==> src/rtl/ram_bist_pkg.sv <==
// ram_bist_pkg
// Shared definitions for the March C- RAM BIST controller:
//   - bist_state_e   : controller FSM state encoding
//   - march_elem_t   : one march element (direction, op count, per-op
//                      read/write flag and data polarity)
//   - march_elem()   : the March C- element table, indexed 0..5
//   - op cycle-count constants for write (3) and read (4) operations
package ram_bist_pkg;

  typedef enum logic [2:0] {
    ST_IDLE   = 3'd0,
    ST_SETUP  = 3'd1,
    ST_STROBE = 3'd2,
    ST_SAMPLE = 3'd3,
    ST_HOLD   = 3'd4,
    ST_DONE   = 3'd5
  } bist_state_e;

  // Bus cycles spent on one write / one read operation.
  localparam logic [2:0] WRITE_OP_CYCLES = 3'd3;
  localparam logic [2:0] READ_OP_CYCLES  = 3'd4;

  // Index of the final march element.
  localparam logic [2:0] LAST_ELEM = 3'd5;

  // Bit i of op_rd / op_one describes op i of the element:
  // op_rd=1 -> read (compare), op_rd=0 -> write; op_one=1 -> all-ones word.
  typedef struct packed {
    logic       down;
    logic [1:0] op_cnt;
    logic [1:0] op_rd;
    logic [1:0] op_one;
  } march_elem_t;

  // March C-: up(w0); up(r0,w1); up(r1,w0); down(r0,w1); down(r1,w0); up(r0)
  function automatic march_elem_t march_elem(input logic [2:0] idx);
    march_elem_t e;
    case (idx)
      3'd0:    e = '{down: 1'b0, op_cnt: 2'd1, op_rd: 2'b00, op_one: 2'b00};
      3'd1:    e = '{down: 1'b0, op_cnt: 2'd2, op_rd: 2'b01, op_one: 2'b10};
      3'd2:    e = '{down: 1'b0, op_cnt: 2'd2, op_rd: 2'b01, op_one: 2'b01};
      3'd3:    e = '{down: 1'b1, op_cnt: 2'd2, op_rd: 2'b01, op_one: 2'b10};
      3'd4:    e = '{down: 1'b1, op_cnt: 2'd2, op_rd: 2'b01, op_one: 2'b01};
      3'd5:    e = '{down: 1'b0, op_cnt: 2'd1, op_rd: 2'b01, op_one: 2'b00};
      default: e = '{down: 1'b0, op_cnt: 2'd1, op_rd: 2'b00, op_one: 2'b00};
    endcase
    return e;
  endfunction

endpackage

==> src/rtl/ram_bist_addr_gen.sv <==
// ram_bist_addr_gen
// Up/down address counter for the march sequencer.
//   clk_i, rst_i  : clock, asynchronous active-high reset (address -> 0)
//   load_i        : load the start address of an element (priority over en_i)
//   load_down_i   : direction of the element being loaded (1 -> all-ones)
//   down_i        : direction of the current element (step and terminal count)
//   en_i          : step one address in direction down_i, wrapping modulo 2^AW
//   addr_o        : current address
//   tc_o          : current address is the last one of the current element
module ram_bist_addr_gen #(
  parameter int AW = 2
) (
  input  logic          clk_i,
  input  logic          rst_i,
  input  logic          load_i,
  input  logic          load_down_i,
  input  logic          down_i,
  input  logic          en_i,
  output logic [AW-1:0] addr_o,
  output logic          tc_o
);

  localparam logic [AW-1:0] ADDR_MAX  = {AW{1'b1}};
  localparam logic [AW-1:0] ADDR_ZERO = {AW{1'b0}};
  localparam logic [AW-1:0] ADDR_ONE  = {{(AW-1){1'b0}}, 1'b1};

  logic [AW-1:0] addr_q;
  logic [AW-1:0] addr_d;

  // Next address: load start point, step, or hold.
  always_comb begin
    addr_d = addr_q;
    if (load_i) begin
      addr_d = load_down_i ? ADDR_MAX : ADDR_ZERO;
    end else if (en_i) begin
      addr_d = down_i ? (addr_q - ADDR_ONE) : (addr_q + ADDR_ONE);
    end else begin
      addr_d = addr_q;
    end
  end

  // Address register.
  always_ff @(posedge clk_i or posedge rst_i) begin
    if (rst_i) begin
      addr_q <= ADDR_ZERO;
    end else begin
      addr_q <= addr_d;
    end
  end

  assign addr_o = addr_q;
  assign tc_o   = down_i ? (addr_q == ADDR_ZERO) : (addr_q == ADDR_MAX);

endmodule

==> src/rtl/ram_bist_ctrl.sv <==
// ram_bist_ctrl
// March C- BIST controller for a small synchronous-strobe RAM.
// Ports:
//   CLK, RST            : clock, asynchronous active-high reset
//   START               : level, sampled in IDLE, launches one run
//   ADDRESS, DATA       : RAM address / write-data bus
//   CS, WE, OE          : RAM chip select, write enable, output enable
//   RAM_OUT             : RAM read data (meaningful only with CS and OE)
//   BUSY, DONE          : run in progress / one-cycle end-of-run pulse
//   FAIL                : sticky miscompare flag, cleared by next START
//   FAIL_ADDR/EXP/GOT   : log of the first miscompare in the run
// Configuration macro: RAM_BIST_STOP_ON_FAIL_EN -- when defined, the first
// miscompare ends the run (HOLD -> DONE) instead of completing all elements.
module ram_bist_ctrl
  import ram_bist_pkg::*;
#(
  parameter int Address_size = 2,
  parameter int Word_size    = 3
) (
  input  logic                    CLK,
  input  logic                    RST,
  input  logic                    START,
  output logic [Address_size-1:0] ADDRESS,
  output logic [Word_size-1:0]    DATA,
  output logic                    CS,
  output logic                    WE,
  output logic                    OE,
  input  logic [Word_size-1:0]    RAM_OUT,
  output logic                    BUSY,
  output logic                    DONE,
  output logic                    FAIL,
  output logic [Address_size-1:0] FAIL_ADDR,
  output logic [Word_size-1:0]    FAIL_EXP,
  output logic [Word_size-1:0]    FAIL_GOT
);

  bist_state_e state_q, state_d;
  logic [2:0]  elem_q, elem_d;
  logic        op_q, op_d;

  logic                    fail_q;
  logic [Address_size-1:0] fail_addr_q;
  logic [Word_size-1:0]    fail_exp_q;
  logic [Word_size-1:0]    fail_got_q;

  logic                    ag_load;
  logic                    ag_load_down;
  logic                    ag_en;
  logic [Address_size-1:0] addr;
  logic                    addr_tc;

  march_elem_t             cur_elem;
  march_elem_t             nxt_elem;
  logic                    cur_rd;
  logic                    cur_one;
  logic [Word_size-1:0]    cur_word;
  logic [2:0]              op_len;
  logic                    last_op;
  logic                    stop_on_fail;

  assign cur_elem = march_elem(elem_q);
  assign nxt_elem = march_elem(elem_q + 3'd1);
  assign cur_rd   = cur_elem.op_rd[op_q];
  assign cur_one  = cur_elem.op_one[op_q];
  assign cur_word = cur_one ? {Word_size{1'b1}} : {Word_size{1'b0}};
  assign op_len   = cur_rd ? READ_OP_CYCLES : WRITE_OP_CYCLES;
  assign last_op  = ({1'b0, op_q} == (cur_elem.op_cnt - 2'd1));

`ifdef RAM_BIST_STOP_ON_FAIL_EN
  assign stop_on_fail = fail_q;
`else
  assign stop_on_fail = 1'b0;
`endif

  ram_bist_addr_gen #(
    .AW (Address_size)
  ) u_addr_gen (
    .clk_i       (CLK),
    .rst_i       (RST),
    .load_i      (ag_load),
    .load_down_i (ag_load_down),
    .down_i      (cur_elem.down),
    .en_i        (ag_en),
    .addr_o      (addr),
    .tc_o        (addr_tc)
  );

  // FSM state and march position registers.
  always_ff @(posedge CLK or posedge RST) begin
    if (RST) begin
      state_q <= ST_IDLE;
      elem_q  <= 3'd0;
      op_q    <= 1'b0;
    end else begin
      state_q <= state_d;
      elem_q  <= elem_d;
      op_q    <= op_d;
    end
  end

  // Next-state logic: op phases, then op -> address -> element sequencing.
  always_comb begin
    state_d      = state_q;
    elem_d       = elem_q;
    op_d         = op_q;
    ag_load      = 1'b0;
    ag_load_down = 1'b0;
    ag_en        = 1'b0;
    case (state_q)
      ST_IDLE: begin
        if (START) begin
          state_d      = ST_SETUP;
          elem_d       = 3'd0;
          op_d         = 1'b0;
          ag_load      = 1'b1;
          ag_load_down = march_elem(3'd0).down;
        end else begin
          state_d = ST_IDLE;
        end
      end
      ST_SETUP:  state_d = ST_STROBE;
      // Writes skip the sample phase.
      ST_STROBE: state_d = (op_len == WRITE_OP_CYCLES) ? ST_HOLD : ST_SAMPLE;
      ST_SAMPLE: state_d = ST_HOLD;
      ST_HOLD: begin
        if (stop_on_fail) begin
          state_d = ST_DONE;
        end else if (!last_op) begin
          state_d = ST_SETUP;
          op_d    = 1'b1;
        end else if (!addr_tc) begin
          state_d = ST_SETUP;
          op_d    = 1'b0;
          ag_en   = 1'b1;
        end else if (elem_q != LAST_ELEM) begin
          // Next element starts at its own end of the address range.
          state_d      = ST_SETUP;
          elem_d       = elem_q + 3'd1;
          op_d         = 1'b0;
          ag_load      = 1'b1;
          ag_load_down = nxt_elem.down;
        end else begin
          state_d = ST_DONE;
        end
      end
      ST_DONE:   state_d = ST_IDLE;
      default:   state_d = ST_IDLE;
    endcase
  end

  // First-failure log: cleared on an accepted START, loaded once per run.
  always_ff @(posedge CLK or posedge RST) begin
    if (RST) begin
      fail_q      <= 1'b0;
      fail_addr_q <= {Address_size{1'b0}};
      fail_exp_q  <= {Word_size{1'b0}};
      fail_got_q  <= {Word_size{1'b0}};
    end else if ((state_q == ST_IDLE) && START) begin
      fail_q      <= 1'b0;
      fail_addr_q <= {Address_size{1'b0}};
      fail_exp_q  <= {Word_size{1'b0}};
      fail_got_q  <= {Word_size{1'b0}};
    end else if ((state_q == ST_SAMPLE) && (RAM_OUT != cur_word) && !fail_q) begin
      fail_q      <= 1'b1;
      fail_addr_q <= addr;
      fail_exp_q  <= cur_word;
      fail_got_q  <= RAM_OUT;
    end
  end

  // Output decode: bus held constant from SETUP through HOLD of each op.
  always_comb begin
    BUSY = 1'b0;
    DONE = 1'b0;
    CS   = 1'b0;
    OE   = 1'b0;
    WE   = 1'b0;
    DATA = {Word_size{1'b0}};
    case (state_q)
      ST_IDLE: begin
        BUSY = 1'b0;
      end
      ST_SETUP, ST_HOLD: begin
        BUSY = 1'b1;
        WE   = !cur_rd;
        DATA = cur_word;
      end
      ST_STROBE: begin
        BUSY = 1'b1;
        CS   = 1'b1;
        WE   = !cur_rd;
        DATA = cur_word;
      end
      ST_SAMPLE: begin
        BUSY = 1'b1;
        CS   = 1'b1;
        OE   = 1'b1;
        WE   = 1'b0;
        DATA = cur_word;
      end
      ST_DONE: begin
        DONE = 1'b1;
      end
      default: begin
        BUSY = 1'b0;
      end
    endcase
  end

  assign ADDRESS   = addr;
  assign FAIL      = fail_q;
  assign FAIL_ADDR = fail_addr_q;
  assign FAIL_EXP  = fail_exp_q;
  assign FAIL_GOT  = fail_got_q;

endmodule

==> config.mk <==
export PLATFORM = sky130hd
export DESIGN_NAME = ram_bist_ctrl
export DESIGN_NICKNAME = d
export VERILOG_FILES = /design/src/rtl/ram_bist_pkg.sv /design/src/rtl/ram_bist_addr_gen.sv /design/src/rtl/ram_bist_ctrl.sv
export SDC_FILE = /design/constraint.sdc
export NUM_CORES = 1
export LEC_CHECK = 0
export ABC_AREA = 1
export CAP_MARGIN = 20
export CORE_AREA = 8 8 70 78
export CTS_CLUSTER_DIAMETER = 120
export DETAILED_ROUTE_END_ITERATION = 10
export DIE_AREA = 0 0 78 86
export PLACE_DENSITY = 0.59
export SLEW_MARGIN = 0
export SYNTH_ARGS = -nofsm -noshare
export SYNTH_HDL_FRONTEND = slang
export SYNTH_SLANG_ARGS = --single-unit
==> constraint.sdc <==
create_clock -name CLK -period 2.77 [get_ports CLK]
set_clock_uncertainty 0.05 [all_clocks]
set_input_delay 0.4155 -clock CLK [delete_from_list [all_inputs] [get_ports CLK]]
set_output_delay 0.4155 -clock CLK [all_outputs]
set_load 0.03 [all_outputs]
# Word-level counts from Yosys, hierarchy flattened
# Cells that the tools add are included.
# classes
n_addsub,4
order_cmp,1
n_eq_ne,25
mux,55
reduce_logical,15
# ops
cell,n
7-bit case mux with 5 select lines,2
3-bit two-way mux,15
1-bit two-way mux,28
3-bit by 2-bit == test with 1-bit output (second input constant),7
3-bit == test (second input constant),6
3-bit case mux with 5 select lines,1
2-bit two-way mux,6
3-bit by 1-bit == test with 1-bit output (second input constant),3
2-bit != test (second input constant),4
3-bit case mux with 2 select lines,1
2-bit nonzero test,3
5-bit AND reduction,1
4-bit != test (second input constant),1
1-bit case mux with 2 select lines,2
4-bit OR reduction,1
2-bit by 1-bit subtractor with 2-bit output (second input constant),2
3-bit by 1-bit adder with 3-bit output (second input constant),1
1-bit logical AND,3
3-bit zero test,1
3-bit != test,1
3-bit != test (second input constant),1
3-bit AND reduction,1
3-bit OR reduction,1
2-bit by 1-bit adder with 2-bit output (second input constant),1
other kinds (6),7
# totals
reg_bits,18
inputBits,6
output_inout_bits,19
wordCells,108

# Depth between registers and ports, before layout
# Gate-level depths: netlist of the first run.
# depth
depth_word,10
mapped_depth,13
depth_no_buf,13

# By module
# A second synthesis of the first run with hierarchy kept.
# unflattened
hier_cells,161
area_unflattened_um2,1174.9
# by_module_without_submodules
mod,instances,cells_each,area_per_inst_um2,seq_area_each_um2
ram_bist_ctrl,1,138,1033.5,350.3
ram_bist_addr_gen,1,23,141.4,50.0

# Worst setup path before layout of the first run
# Ideal clock, no wire load.
# synth_path
path_kind,reg2out
from,register elem_q[2]
to,output DATA[1]
t_arrival_ns,1.981
t_required_ns,2.305
slack_ns,0.324
stages_incl_launch_ff,9
path_buffers,1
path_cell_list,dfrtp_1 > inv_2 > ha_1 > inv_1 > nand2_1 > nand2_1 > nand2_2 > a21oi_1 > buf_4
# synth_via
elab_chain_len,6
elab_cells_between_ends,10
cone_classes,eq/ne: 5; mux: 5
# synth_lines
element,line,text
"start, declared",ram_bist_ctrl.sv:38,"logic [2:0] elem_q, elem_d;"
"start signal, assigned",ram_bist_ctrl.sv:96,elem_q <= elem_d;
"3-bit == test, or another cell as far along",ram_bist_pkg.sv:38,case (idx)
7-bit case mux with 5 select lines *,ram_bist_pkg.sv:38,
1-bit two-way mux (implied by the code) * (2 in a row),ram_bist_ctrl.sv:64,assign cur_one = cur_elem.op_one[op_q];
3-bit two-way mux *,ram_bist_ctrl.sv:65,assign cur_word = cur_one ? {Word_size{1'b1}} : {Word_size{1'b0}};
3-bit two-way mux *,ram_bist_ctrl.sv:179,case (state_q)
"end, declared",ram_bist_ctrl.sv:24,"output logic [Word_size-1:0] DATA,"
# Mark *: on every way between the ends. The rest lies on a longest branch, timed or not. The select of a mux whose other input is x is not followed.

# Worst setup path after layout of the first run
# layout_path
from,register elem_q[2]
to,output WE
# layout_via
elab_chain_len,6
elab_cells_between_ends,10
cone_classes,eq/ne: 5; mux: 4; reduce/logical: 1
# layout_lines
element,line,text
"3-bit == test, or another cell as far along",ram_bist_pkg.sv:38,
7-bit case mux with 5 select lines *,ram_bist_pkg.sv:38,
1-bit two-way mux (implied by the code) * (2 in a row),ram_bist_ctrl.sv:63,assign cur_rd = cur_elem.op_rd[op_q];
1-bit zero test *,"ram_bist_ctrl.sv:185, ram_bist_ctrl.sv:191",
1-bit two-way mux *,--,
"end, declared",ram_bist_ctrl.sv:26,"output logic WE,"
# Marks and branches as above.

==> impl_results.md, run 1 <==
- Area growth syn-to-layout: 27.4%
- Vias/cell: 4.42
- Root buffer cell: clkbuf_8
- Final GP Congestion: 0.801
- GRT Total Usage: 9.20%
- Max frequency: 379 MHz
- Post-synth EDFFs: 0
- Tmin final: 2.64 ns
- Post-synth top cells: nand2_1 (41), nand3_1 (24), inv_1 (23)
- Finished Layout Cells: 240
- Post-Route WL: 2.77 mm
- Clk buf depth: 2
- Power Dens Cells: 386 nW/um^2
- Switching part of the total: 27.2%
- Pint: 0.000418 W
- Flops & latches, synth: 16
- Detailed Place HPWL: 2.19 mm
- Final period util: 95.2%
- Ranking of synthesized cells by area: dfrtp_1 (34%), nand2_1 (13%), nand3_1 (10%), inv_1 (7.4%), ha_1 (6.4%)
- Boundary pin count: 25
- H-tree depth: 1
- Post-synthesis cell type count: 27
- Slowest CP cell: clkdlybuf4s50_1
- Most used cell, CP: inv_1
- Die Width: 78 um
- Leak: 0.750 nW
- # rows: 25
- Final Hold Fails: 0
- Reg clk slew, reported paths: 0.07 ns
- Status: finished clean
- Synthesized area: 1170 um^2
- Buffers on Ports: 24
- Cells along the critical path: inv_2 > ha_1 > a21oi_4 > inv_1 > o21ai_0 > inv_1 > clkdlybuf4s50_1
- Clock Latency Late Sink: 0.25 ns
- Max_cap viols: 0
- Synth Flop Type: dfrtp_1
- Post-DRT Antenna Nets: 0
- Iteration count of the initial detailed-routing pass: 4
- Grt total ovfl: 0
- Core area: 4190 um^2
- Critical Path Fanout Max: 6
- Worst path required time: 2.30 ns
- Vert. Die Dim: 86 um
- CTS buffer count: 3
- First-pass GRT wire length: 5.01 mm
- Initial Util: 27.8%
- Die area: 6710 um^2
- Register share of total power: 44.5%
- Synthesis Warnings: 0
- Pwr Total: 0.000573 W
- Critical path endpoint category: output pin
- Wire length per cell: 11.5 um
- Via count: 1061
- Post-layout net count: 199
- Crit path arrival time: 2.17 ns
- N_diodes: 0
- Relative slew slack: 56.8%
- Starting DRC count in detailed routing: 58
- Setup TNS: 0 ns
- Num Clock Sinks: 16
- Crit-path leading delay family: buffers and inverters
- Count of pins over their slew limit: 0
- Layout cell share with drive strength beyond 1: 11.3%
- Synth top area share: 34.3%
- CP peak stage delay: 0.59 ns
- Largest net degree at the start of global routing: 17
- Hold Crit Class: reg -> reg
- Fraction of registers with async set/reset: 100%
- Hold Buf Count CTS: 0
- Synthesized net count: 175
- Syn_area_per_cell: 7.15 um^2
- Share of the yosys chip area belonging to registers: 34.3%
- Most common cell in the netlist: nand2_1
- # setup viols final: 0
- TritonCTS clock tree: built
- Worst-margin pin slew: 0.647 ns
- Placed cell count: 236
- Vias in the first global route: 1107
- Clock share of power: 37.4%
- Crit start category: register
- RSZ-0062 raised after global routing: no
- Worst IR drop on VDD: 0.133 mV
- Initial antenna violation count: 0
- Syn Inst Count: 163
- Post-synth top area cell: dfrtp_1
- WP buf/inv: 4
- Worst setup path class: reg -> out
- Switching Power: 0.000156 W
- DRC: 0
- Power share of the combinational group: 18.1%
-- stage by stage --
| stage | cell area, um^2 | hold slack [ns] | worst slack [ns] | utilization (%) |
|---|---|---|---|---|
| after global routing | 1490 | 0.478 | 0.000883 | 35.4 |
| after floorplan | 1170 | 0.279 | 0.324 | - |
| after detailed placement | 1430 | 0.448 | 0.134 | 34.2 |
| final | 1490 | 0.456 | 0.134 | 35.4 |
| after global placement | 1430 | 0.442 | 0.193 | 34.2 |
| after CTS | 1480 | 0.464 | 0.127 | 35.4 |
-- routing by layer --
layer	track usage, %	vias to the layer above	wire length, um
met3	2.82	5	189
met5	0	-	0
met2	14.3	25	1190
met4	4.05	0	53
met1	11.4	472	1330
li1	-	559	-
-- state kept, by name, summed over array words and instances (netlist names) --
register / count
FAIL_GOT: 3
elem_q: 3
state_q: 3
FAIL_ADDR: 2
u_addr_gen.addr_o: 2
FAIL: 1
FAIL_EXP: 1
op_q: 1
-- power by group through the flow --
stage / Clock, W / Sequential [W] / Combinational [W]
floorplan: 0 / 0.000288 / 0.0000329
CTS: 0.000220 / 0.000256 / 0.000105
finish: 0.000214 / 0.000255 / 0.000104
detailed placement: 0 / 0.000260 / 0.000105
global placement: 0 / 0.000260 / 0.000105
global route: 0.000230 / 0.000257 / 0.000112
-- tightest hold or removal path, delay by kind of cell (launching register included) --
family,cells,cell delay (ns)
and+or+nand+nor,2,0.13
DFF,1,0.34
-- cell families after synthesis --
| group | Yosys count | share of synthesized area [%] |
|---|---|---|
| XOR/XNOR | 2 | 1.50 |
| AND/OR/NAND/NOR | 97 | 39.3 |
| AO/OA/AOI/OAI | 13 | 7.19 |
| flip-flops | 16 | 34.3 |
| buffers and inverters | 29 | 11.3 |
| adder cells (fa/ha/maj) | 6 | 6.44 |
-- final cells by class --
| class | instances | area [um^2] |
|---|---|---|
| fill | 455 | 2710 |
| multi-input combinational | 118 | 634 |
| sequential | 16 | 400 |
| timing repair buffer | 24 | 238 |
| inverter | 24 | 90.1 |
| tap | 54 | 67.6 |
| clock buffer | 4 | 55.1 |
-- worst paths after layout --
| check | start | endpoint | slack (ns) | cells after the start |
|---|---|---|---|---|
| worst max-delay path | elem_q[2] | WE | 0.13 | 7 |
| worst min-delay path | FAIL_GOT[1] | FAIL_GOT[1] | 0.46 | 2 |
| worst max register to register | elem_q[2] | FAIL_GOT[2] | 0.72 | 11 |
| worst min register to register | FAIL_GOT[1] | FAIL_GOT[1] | 0.46 | 2 |
| max in group asynchronous | RST | elem_q[1] | 1.76 | 2 |
| min in group asynchronous | RST | u_addr_gen.addr_o[1] | 0.49 | 2 |
-- placed cells by master (no fill, tap or decap) --
master / n
and3_1: 1
inv_1: 23
dlygate4sd2_1: 2
clkdlybuf4s15_1: 1
o21ai_0: 5
nor3_2: 1
clkdlybuf4s50_1: 21
nand2_2: 6
clkbuf_8: 4
nand2_1: 41
xor2_1: 1
nor2_4: 1
a21oi_2: 1
xnor2_1: 1
nand3b_1: 1
nor2_2: 3
a21oi_1: 3
inv_2: 1
nand2_4: 1
a21oi_4: 1
nand4_1: 2
o21ai_1: 2
nand3_2: 1
nand3_1: 24
ha_1: 6
o21ai_2: 1
nor3_1: 2
dfrtp_1: 16
nor2_1: 13
-- timing repair --
action                     4_1_cts  5_1_grt
resized for setup                3        1
setup endpoints to repair        3        1
buffers inserted                 0        0
Note: power is estimated with default switching activity, not from simulation.
==> inputs of run 2 (changes only) <==
PLACE_DENSITY = 0.56   (was 0.59)
==> run 2 against run 1 <==
  * Power fell by 0.19%
  * Largest cell class unchanged
  * Via count rose by 1.8%
  * Global-route usage shrank 0.34 points
  * Sequential share of layout area rose by 0.18 points
  * Sequential cell count unchanged
  * Critical path type unchanged
  * Sequential power is essentially flat
  * Die area stayed put
  * Critical path depth rose by 1
==> impl_results.md, run 2 (synthesis results as in run 1) <==
- Status: finished clean (unchanged)
- Max frequency: 407 MHz (was 379 MHz)
- Vias/cell: 4.50 (was 4.42)
- H-tree depth: 1 (unchanged)
- Boundary pin count: 25 (unchanged)
- RR Startpoint: elem_q[2] (unchanged)
- Root buffer cell: clkbuf_8 (unchanged)
- Final Hold Fails: 0 (unchanged)
- Largest net degree at the start of global routing: 17 (unchanged)
- Initial Util: 27.8% (unchanged)
- Count of pins over their slew limit: 0 (unchanged)
- Hold path endpoint: FAIL_GOT[1] (unchanged)
- Hold Buf Count CTS: 0 (unchanged)
- DRC: 0 (unchanged)
- Area growth syn-to-layout: 26.5% (was 27.4%)
- Clk buf depth: 2 (unchanged)
- Crit start category: register (unchanged)
- Register share of total power: 44.6% (was 44.5%)
- Worst IR drop on VDD: 0.106 mV (was 0.133 mV)
- Vert. Die Dim: 86 um (unchanged)
- Commonest non-fill, non-tap cell in the layout: nand2_1 (unchanged)
- N_diodes: 0 (unchanged)
- Starting DRC count in detailed routing: 35 (was 58)
- Reg clk slew, reported paths: 0.07 ns (about the same)
- Final worst setup slack: 0.313 ns (was 0.134 ns)
- Initial antenna violation count: 0 (unchanged)
- Leak: 0.751 nW (was 0.750 nW)
- Crit path arrival time: 1.99 ns (was 2.17 ns)
- Worst flop-to-flop path endpoint: FAIL_ADDR[0] (was FAIL_GOT[2])
- Max_cap viols: 0 (unchanged)
- Final period util: 88.7% (was 95.2%)
- Post_cts resized: 3 (unchanged)
- Vias in the first global route: 1060 (was 1107)
- Grt total ovfl: 0 (unchanged)
- Switching Power: 0.000155 W (was 0.000156 W)
- Post-layout net count: 199 (unchanged)
- R2R depth: 11 (unchanged)
- RSZ-0062 raised after global routing: no (unchanged)
- Post-DRT Antenna Nets: 0 (unchanged)
- Hold Crit Class: reg -> reg (unchanged)
- Final GP Congestion: 0.832 (was 0.801)
- Hold path depth: 2 (unchanged)
- CTS buffer count: 3 (unchanged)
- Placed Instance Area: 1430 um^2 (unchanged)
- GRT Total Usage: 8.86% (was 9.20%)
- Power share of the combinational group: 18.1% (about the same)
- Die area: 6710 um^2 (unchanged)
- Critical path endpoint category: output pin (unchanged)
- Min Hold Slack: 0.455 ns (was 0.456 ns)
- Worst setup path class: reg -> out (unchanged)
- # rows: 25 (unchanged)
- Critical Path Fanout Max: 6 (unchanged)
- Core area: 4190 um^2 (unchanged)
- First-pass GRT wire length: 4.84 mm (was 5.01 mm)
- Clock share of power: 37.4% (about the same)
- Buffers on Ports: 24 (unchanged)
- Worst-margin pin slew: 0.665 ns (was 0.647 ns)
- Pwr Total: 0.000572 W (was 0.000573 W)
- Iteration count of the initial detailed-routing pass: 4 (unchanged)
- Worst Min Path Start: FAIL_GOT[1] (unchanged)
- Wire length per cell: 11.7 um (was 11.5 um)
- Via count: 1080 (was 1061)
- Die Width: 78 um (unchanged)
- TritonCTS clock tree: built (unchanged)
- Worst path required time: 2.30 ns (about the same)
- Power Dens Cells: 388 nW/um^2 (was 386 nW/um^2)
- Relative slew slack: 55.6% (was 56.8%)
- Num Clock Sinks: 16 (unchanged)
- Worst R2R Setup Slack: 0.74 ns (was 0.72 ns)
- Clock Latency Late Sink: 0.25 ns (about the same)
- Tmin final: 2.46 ns (was 2.64 ns)
- Setup TNS: 0 ns (unchanged)
- Detailed Place HPWL: 2.22 mm (was 2.19 mm)
- Most frequent cells in the layout: nand2_1 (41), nand3_1 (24), inv_1 (23) (unchanged)
- Post-Route WL: 2.80 mm (was 2.77 mm)
- # setup viols final: 0 (unchanged)
- Layout cell share with drive strength beyond 1: 12.9% (was 11.3%)
- Pint: 0.000417 W (was 0.000418 W)
- # Post-CTS Setup Buffers: 0 (unchanged)
- Finished Cell Area: 1480 um^2 (was 1490 um^2)
- Switching part of the total: 27.1% (was 27.2%)
- Pre-CTS setup slack: 0.136 ns (was 0.134 ns)
[run 2: cell count changes in the layout (fill, tap and decap cells not counted)]
cell	previous run	this run
clkdlybuf4s50_1	21	20
clkdlybuf4s15_1	1	0
clkbuf_2	0	3
dlygate4sd2_1	2	0
dlymetal6s2s_1	0	1
[run 2: cell type report]
class | count | area [um^2]
Inverter | 24 | 90.1
Tap cell | 54 | 67.6
Clock buffer | 4 | 55.1
Sequential cell | 16 | 400
Multi-Input combinational cell | 118 | 634
Fill cell | 473 | 2720
Timing Repair Buffer | 24 | 228
[run 2: stage by stage]
| stage | std cells | util (%) |
|---|---|---|
| after floorplan | 163 | - |
| after global placement | 236 | 34.2 |
| after detailed placement | 236 | 34.2 |
| after CTS | 240 | 35.4 |
| after global routing | 240 | 35.2 |
| final | 240 | 35.2 |
[run 2: per-layer routing]
layer  track usage, %  part of all wire (%)  wire, um  vias to the layer above
li1                 -                     -         -                      563
met1             10.7                    48      1330                      484
met2             14.1                    45      1260                       29
met3             2.93                   6.5       181                        4
met4             3.54                  0.93        26                        0
met5                0                     0         0                        -
[run 2: power groups by stage]
stage / clock network (W) / registers (W) / logic [W]
2_1_floorplan: 0 / 0.000288 / 0.0000329
5_1_grt: 0.000235 / 0.000257 / 0.000111
4_1_cts: 0.000221 / 0.000256 / 0.000105
3_5_place_dp: 0 / 0.000260 / 0.000105
3_3_place_gp: 0 / 0.000260 / 0.000105
6_report: 0.000214 / 0.000255 / 0.000103
[run 2: critical path: stages (launching register included)]
cell and delay [ns]:
dfrtp_1 0.44, inv_2 0.11, ha_1 0.37, inv_1 0.12
nand2_1 0.05, nand2_1 0.07, nand2_2 0.06, a21oi_1 0.24
clkbuf_2 0.25
[run 2: worst max-delay path by stage]
stage / start / end / slack (ns) / depth (start not counted)
2_1_floorplan: elem_q[2] / DATA[1] / 0.32 / 8
3_3_place_gp: elem_q[2] / DATA[2] / 0.19 / 8
3_5_place_dp: elem_q[2] / DATA[1] / 0.14 / 8
4_1_cts: elem_q[2] / WE / 0.13 / 7
5_1_grt: elem_q[2] / DATA[1] / 0.12 / 8
6_report: elem_q[2] / DATA[1] / 0.31 / 8
